[config.mk]
export PLATFORM = sky130hd
export DESIGN_NAME = mult_seq
export DESIGN_NICKNAME = d
export VERILOG_FILES = /design/src/rtl/mult_seq.sv
export SDC_FILE = /design/constraint.sdc
export NUM_CORES = 1
export LEC_CHECK = 0
export BUFFER_PORTS_ARGS = -buffer_cell sky130_fd_sc_hd__buf_2
export CAP_MARGIN = 10
export CORE_ASPECT_RATIO = 0.9
export CORE_UTILIZATION = 45
export DETAILED_ROUTE_END_ITERATION = 16
export HOLD_SLACK_MARGIN = 0.08
export PLACE_DENSITY = 0.61
export SLEW_MARGIN = 20
export SYNTH_ARGS = -nofsm -noshare
export SYNTH_HDL_FRONTEND = slang
export SYNTH_SLANG_ARGS = --single-unit
[constraint.sdc]
create_clock -name clk -period 2.4 [get_ports clk]
set_clock_uncertainty 0.1 [all_clocks]
set_input_delay 0.48 -clock clk [delete_from_list [all_inputs] [get_ports clk]]
set_output_delay 0.48 -clock clk [all_outputs]
set_load 0.01 [all_outputs]
[src/rtl/mult_seq.sv]
// ============================================================================
// Module   : mult_seq
// Brief    : Sequential shift-add unsigned multiplier, one multiplier bit per clock.
// Revision : 1.0
// ============================================================================
`default_nettype none

module mult_seq #(
    parameter int WIDTH = 4
) (
    input  logic                 clk,
    input  logic                 rst,
    input  logic [WIDTH-1:0]     a_in,
    input  logic [WIDTH-1:0]     b_in,
    input  logic                 x_ready,
    output logic [2*WIDTH-1:0]   y_out,
    output logic                 y_ready,
    output logic                 busy
);

    localparam int                 c_cnt_w    = $clog2(WIDTH + 1);
    localparam logic [c_cnt_w-1:0] c_cnt_init = c_cnt_w'(WIDTH);
    localparam logic [c_cnt_w-1:0] c_cnt_last = c_cnt_w'(1);

    typedef enum logic [0:0] {
        IDLE    = 1'b0,
        COMPUTE = 1'b1
    } state_t;

    state_t               r_state, w_state_nxt;
    logic [2*WIDTH-1:0]   r_acc, w_acc_nxt;
    logic [2*WIDTH-1:0]   r_mcand, w_mcand_nxt;
    logic [WIDTH-1:0]     r_mplier, w_mplier_nxt;
    logic [c_cnt_w-1:0]   r_cnt, w_cnt_nxt;
    logic [2*WIDTH-1:0]   r_y_out, w_y_out_nxt;
    logic                 r_y_ready, w_y_ready_nxt;
    logic                 r_busy, w_busy_nxt;
    logic [2*WIDTH-1:0]   w_sum;

    // Partial product for this cycle; the final step's sum is the result.
    assign w_sum = r_acc + (r_mplier[0] ? r_mcand : '0);

    always_ff @(posedge clk) begin
        if (rst) begin
            r_state   <= IDLE;
            r_acc     <= '0;
            r_mcand   <= '0;
            r_mplier  <= '0;
            r_cnt     <= '0;
            r_y_out   <= '0;
            r_y_ready <= 1'b0;
            r_busy    <= 1'b0;
        end else begin
            r_state   <= w_state_nxt;
            r_acc     <= w_acc_nxt;
            r_mcand   <= w_mcand_nxt;
            r_mplier  <= w_mplier_nxt;
            r_cnt     <= w_cnt_nxt;
            r_y_out   <= w_y_out_nxt;
            r_y_ready <= w_y_ready_nxt;
            r_busy    <= w_busy_nxt;
        end
    end

    always_comb begin
        w_state_nxt   = r_state;
        w_acc_nxt     = r_acc;
        w_mcand_nxt   = r_mcand;
        w_mplier_nxt  = r_mplier;
        w_cnt_nxt     = r_cnt;
        w_y_out_nxt   = r_y_out;
        w_y_ready_nxt = 1'b0;
        w_busy_nxt    = r_busy;

        case (r_state)
            IDLE: begin
                if (x_ready) begin
                    w_acc_nxt    = '0;
                    w_mcand_nxt  = {{WIDTH{1'b0}}, a_in};
                    w_mplier_nxt = b_in;
                    w_cnt_nxt    = c_cnt_init;
                    w_busy_nxt   = 1'b1;
                    w_state_nxt  = COMPUTE;
                end
            end
            COMPUTE: begin
                // x_ready is deliberately not looked at here: no queuing while busy.
                w_acc_nxt    = w_sum;
                w_mcand_nxt  = r_mcand << 1;
                w_mplier_nxt = r_mplier >> 1;
                w_cnt_nxt    = r_cnt - c_cnt_last;
                if (r_cnt == c_cnt_last) begin
                    w_y_out_nxt   = w_sum;
                    w_y_ready_nxt = 1'b1;
                    w_busy_nxt    = 1'b0;
                    w_state_nxt   = IDLE;
                end
            end
            default: begin
                w_state_nxt = IDLE;
            end
        endcase
    end

    assign y_out   = r_y_out;
    assign y_ready = r_y_ready;
    assign busy    = r_busy;

endmodule

`default_nettype wire

==> impl_metrics.ini, run 1 <==
[run_status]
outcome = completed

[floorplanning]
die_h_um = 60.23
core_area_um2 = 3478
rows = 20
die_area_um2 = 4017
io_pins = 21
start_util_pct = 48.74
dieWidth_um = 66.70

[grt]
grt_pass1_vias = 1246
grt_max_degree = 27
track_usage_pct = 18.91
grt_pass1_wl_um = 5644
grt_overflow = 0
antenna_found_initial = 0

[timing]
setup_tns_ns = 0
worst_pin_slew_ns = 0.5188
whs_ns = 0.3518
rsz0062_at_grt = no
post-route-min-period_ns = 2.275
hold_viol = 0
fin_crit_sh_pct = 94.81
max_freq_mhz = 439.5
setup_violations = 0
relSlewSlack_pct = 65.42
drv_slew = 0

[drt]
postRouteAntennaNets = 0
drt_iter0_markers = 92
via_per_inst = 5.386
wl_met1_um = 1682
wl_per_cell_um = 13.31
drc = 0
wl_um = 3381
top_layer = met4
drt_first_pass_iters = 4
route.met2.wl_um = 1528
wl_met3_um = 143
vias = 1368

[place]
dpl.hpwl_um = 2451
place_congestion = 0.8031
numPortBuffers = 20

[layout]
seq_area_um2 = 680.7
syn2layout_area_growth_pct = 12.40
n_fill_cell = 327
drive_gt1_share_pct = 14.76
antenna_cells = 0
utilization_pct = 54.78
nets = 231
multi_input_area_um2 = 940.9

[power]
ir_drop_uv = 428.4
p_leak_nw = 0.8632
p_per_area_nw_per_um2 = 567.4

[synth]
synth_top_area_share_pct = 40.15
synth_warnings = 0
yosys.area.top_type = dfxtp_1
synth_cell_types = 38
synthTopCellsByArea = dfxtp_1, ha_1, nor2_1
syn-cell-area_um2 = 1695
ys.flop_type = dfxtp_1
yosysMostFrequentCell = dfxtp_1
ys_ff_latch = 34
postSynthAreaPerCell_um2 = 8.970
synth-edff-count = 0
netlist_instances = 189
syn_nets = 210
ys_top_cells_by_count = dfxtp_1, nor2_1, a21oi_1
async_reset_ff_share_pct = 0
synth_seq_area_share_pct = 40.15

[clock_network]
postCtsHoldBufs = 0
cts_tree = done
clockRootBuffer = clkbuf_8
cts.htree.levels = 2
ctsResizeCount = 0
clkTransAtPathRegs_ns = 0.07
cts_made_buffers = 5
postCtsSetupRepairBufs = 0
clk-insertion-delay-late_ns = 0.28
ctsLongestPathBuffers = 2
clock_sink_count = 34

[critical_path]
critPathKind = reg -> reg
r2r_cells = 7
crit_path_end_kind = register
cp_max_fo = 9
slowest_delay_ns = 0.43
arrival_ns = 2.40
worstPathRequired_ns = 2.52
crit_slowest_cell = fa_1
worstPathCellList = and2_1 -> ha_1 -> fa_1 -> a211o_1 -> a21oi_1 -> mux2_2 -> nand3_1
worstSetupStartpointType = register

[run]
maxCapViolations = 0

[min_path]
hold_class = reg -> reg
min_path_cells = 2
==> cell usage in the layout (no fill, tap or decap), drive strengths merged, types with 3 or more instances in the layout <==
cell type / netlist / final
mux2i: 9 / 9
o21ai: 4 / 4
ha: 9 / 9
nor2b: 3 / 3
o211ai: 3 / 3
nor2: 28 / 28
clkbuf: 3 / 7
nor3b: 8 / 8
a22o: 5 / 5
nand2b: 4 / 4
and2: 7 / 7
a32o: 3 / 3
a21oi: 20 / 20
nand3: 5 / 5
inv: 6 / 6
buf: 7 / 24
dfxtp: 34 / 34
nor3: 3 / 3
nand2: 5 / 5
==> critical path: cells and delay by family, from the launching register on <==
kind | cells | cell delay, ns
flops | 1 | 0.36
fa+ha+maj | 2 | 0.65
simple gates | 2 | 0.22
mux | 1 | 0.36
compound gates | 2 | 0.53
==> per-stage QoR <==
step,total power [W],setup slack [ns],cell area [um2],instances
floorplan,0.0006774,0.2799,1695,189
global placement,0.0007031,0.1847,1829,247
detailed placement,0.0007060,0.1425,1829,247
CTS,0.001090,0.1271,1906,254
global route,0.001134,0.04540,1906,254
finish,0.001081,0.1245,1906,254
==> cell families (layout without fill, tap and decap cells) <==
group | count (synthesis) | after routing | synth area share (%)
flops | 34 | 34 | 40.15
fa+ha+maj | 10 | 10 | 7.823
buf+inv | 16 | 37 | 4.354
xor+xnor | 4 | 4 | 2.067
compound gates | 45 | 45 | 17.64
mux | 10 | 10 | 5.978
simple gates | 70 | 70 | 21.99
==> per-layer routing <==
| metal | GRT usage (%) | vias to the layer above |
|---|---|---|
| met5 | 0 | - |
| met4 | 6.991 | 0 |
| met3 | 5.534 | 4 |
| met2 | 31.17 | 25 |
| met1 | 23.27 | 629 |
| li1 | - | 710 |
==> cell type report <==
class | count | area share, %
Multi-Input combinational cell | 139 | 49.38
Tap cell | 44 | 2.889
Clock buffer | 7 | 4.005
Timing Repair Buffer | 24 | 6.829
Inverter | 6 | 1.182
Sequential cell | 34 | 35.72
==> report_power, final <==
part / switching [W] / leakage, nW / total [W] / internal [W]
logic: 0.0000608 / 0.548 / 0.000101 / 0.0000399
registers: 0.0000118 / 0.276 / 0.000593 / 0.000581
clock network: 0.000188 / 0.0383 / 0.000388 / 0.000200
total: 0.000261 / 0.863 / 0.00108 / 0.000820
==> path summary, 6_finish.rpt <==
check                   start       end  slack (ns)
hold / removal       y_out[7]  y_out[7]        0.35
setup reg to reg  r_mplier[0]  y_out[6]        0.12
hold reg to reg      y_out[7]  y_out[7]        0.35
setup / recovery  r_mplier[0]  y_out[6]        0.12
==> state kept, by name, indices dropped and copies added, names as in the netlist <==
name	cells
y_out	8
r_state	1
r_acc	8
r_cnt	3
r_mcand	8
y_ready	1
r_mplier	4
busy	1
Power figures use the tool's default switching activity.
==> run 2, diff against run 1 <==
Settings changed: CORE_UTILIZATION 45 to 56, PLACE_DENSITY 0.61 to 0.74.
==> impl_metrics.ini, run 2 (synthesized netlist as in run 1, its figures left out) <==
[critical_path]
worstPathCellList = and2_1 -> ha_1 -> fa_1 -> a211o_1 -> a21oi_2 -> mux2_2 -> nand3_1
critPathKind = reg -> reg
cp_max_fo = 3
crit_path_end_kind = register
worstSetupStartpointType = register
critPathTopFamily = adder cells
arrival_ns = 2.42
slowest_delay_ns = 0.43
crit_slowest_cell = fa_1
path_buf_inv = 0
worstPathRequired_ns = 2.58

[layout]
drive_gt1_share_pct = 15.24
multi_input_area_um2 = 944.7
mostFrequentLayoutCell = dfxtp_1
nets = 231
syn2layout_area_growth_pct = 10.48
seq_area_um2 = 680.7
final_cell_count_no_fill = 250
final_cell_mix = dfxtp_1, nor2_1, buf_2
n_fill_cell = 242
antenna_cells = 0

[min_path]
hold_class = in -> reg

[drt]
wl_um = 3407
drc = 0
postRouteAntennaNets = 0
vias = 1386
wl_per_cell_um = 13.63
drt_first_pass_iters = 4
drt_iter0_markers = 88
via_per_inst = 5.544

[clock_network]
cts_tree = done
cts_made_buffers = 5
clk-insertion-delay-late_ns = 0.33
postCtsSetupRepairBufs = 0
cts.htree.levels = 2
clkTransAtPathRegs_ns = 0.10
clockRootBuffer = clkbuf_4
clock_sink_count = 34
ctsLongestPathBuffers = 2

[floorplanning]
start_util_pct = 60.22
core_area_um2 = 2815
io_pins = 21
die_area_um2 = 3252
dieWidth_um = 60
die_h_um = 54.20
rows = 18

[place]
numPortBuffers = 20
place_congestion = 0.8647
pre_cts_slack_ns = 0.1445
dpl.hpwl_um = 2381
dp.cells = 243

[grt]
track_usage_pct = 24.12
grt_max_degree = 42
grt_overflow = 0
grt_pass1_vias = 1220
antenna_found_initial = 0
grt_pass1_wl_um = 5623

[timing]
post-route-min-period_ns = 2.240
worst_pin_slew_ns = 0.4806
setup_slack_ns = 0.1601
whs_ns = 0.3378
relSlewSlack_pct = 67.96
setup_tns_ns = 0
setup_violations = 0
fin_crit_sh_pct = 93.33
drv_slew = 0
rsz0062_at_grt = no
hold_viol = 0
max_freq_mhz = 446.5

[power]
ir_drop_uv = 525.6
intPower_w = 0.0007313
p_leak_nw = 0.8505
seqPwrFrac_pct = 59.8
clkPwrFrac_pct = 29.7
swShare_pct = 25.98
power.switching_w = 0.0002567
combPwrFrac_pct = 10.6
p_per_area_nw_per_um2 = 527.5

[run]
maxCapViolations = 0

[run_status]
outcome = completed
run 2: cell counts in the layout (fill, tap and decap cells not counted):
Identical to the previous run, type by type.
run 2: cell type report:
| type | count | share of cell area [%] |
|---|---|---|
| repair buffers | 24 | 6.947 |
| flip-flops and latches | 34 | 36.34 |
| multi-input cells | 139 | 50.43 |
| clock buffers | 7 | 2.405 |
| well taps | 40 | 2.672 |
| inverters | 6 | 1.202 |
run 2: stage by stage:
step / area, um2 / util [%] / total power [W]
floorplan: 1695 / - / 0.0006774
global placement: 1824 / 64.80 / 0.0007011
detailed placement: 1824 / 64.80 / 0.0007077
CTS: 1869 / 66.40 / 0.0009926
global route: 1873 / 66.53 / 0.001028
finish: 1873 / 66.53 / 0.0009880
run 2: path summary, 6_finish.rpt:
| kind | start | end | slack (ns) | cells after the start |
|---|---|---|---|---|
| max | r_mcand[0] | y_out[6] | 0.16 | 7 |
| min | a_in[0] | r_mcand[0] | 0.34 | 3 |
| max reg2reg | r_mcand[0] | y_out[6] | 0.16 | 7 |
| min reg2reg | y_out[7] | y_out[7] | 0.36 | 2 |
run 2: timing repair:
item / CTS / global route
endpoints found under the setup margin: 0 / 1
hold buffers: 0 / 0
resized for setup: 0 / 1
run 2: worst register-to-register path: stages, from the launching register on:
cell	delay, ns
dfxtp_1	0.34
and2_1	0.17
ha_1	0.22
fa_1	0.43
a211o_1	0.31
a21oi_2	0.19
mux2_2	0.36
nand3_1	0.07
run 2: per-layer routing:
metal / vias to the layer above / global-route usage, % / wire length (um)
li1: 716 / - / -
met1: 639 / 30.89 / 1700
met2: 26 / 38.70 / 1525
met3: 5 / 6.731 / 140
met4: 0 / 8.915 / 40
met5: - / 0 / 0
run 2: power groups by stage:
stage	Clock, W	Combinational (W)	Sequential [W]
after floorplan	0	0.0000738	0.000604
after global placement	0	0.0000988	0.000602
after detailed placement	0	0.000104	0.000603
after CTS	0.000297	0.000105	0.000590
after global routing	0.000318	0.000118	0.000593
final	0.000293	0.000104	0.000590
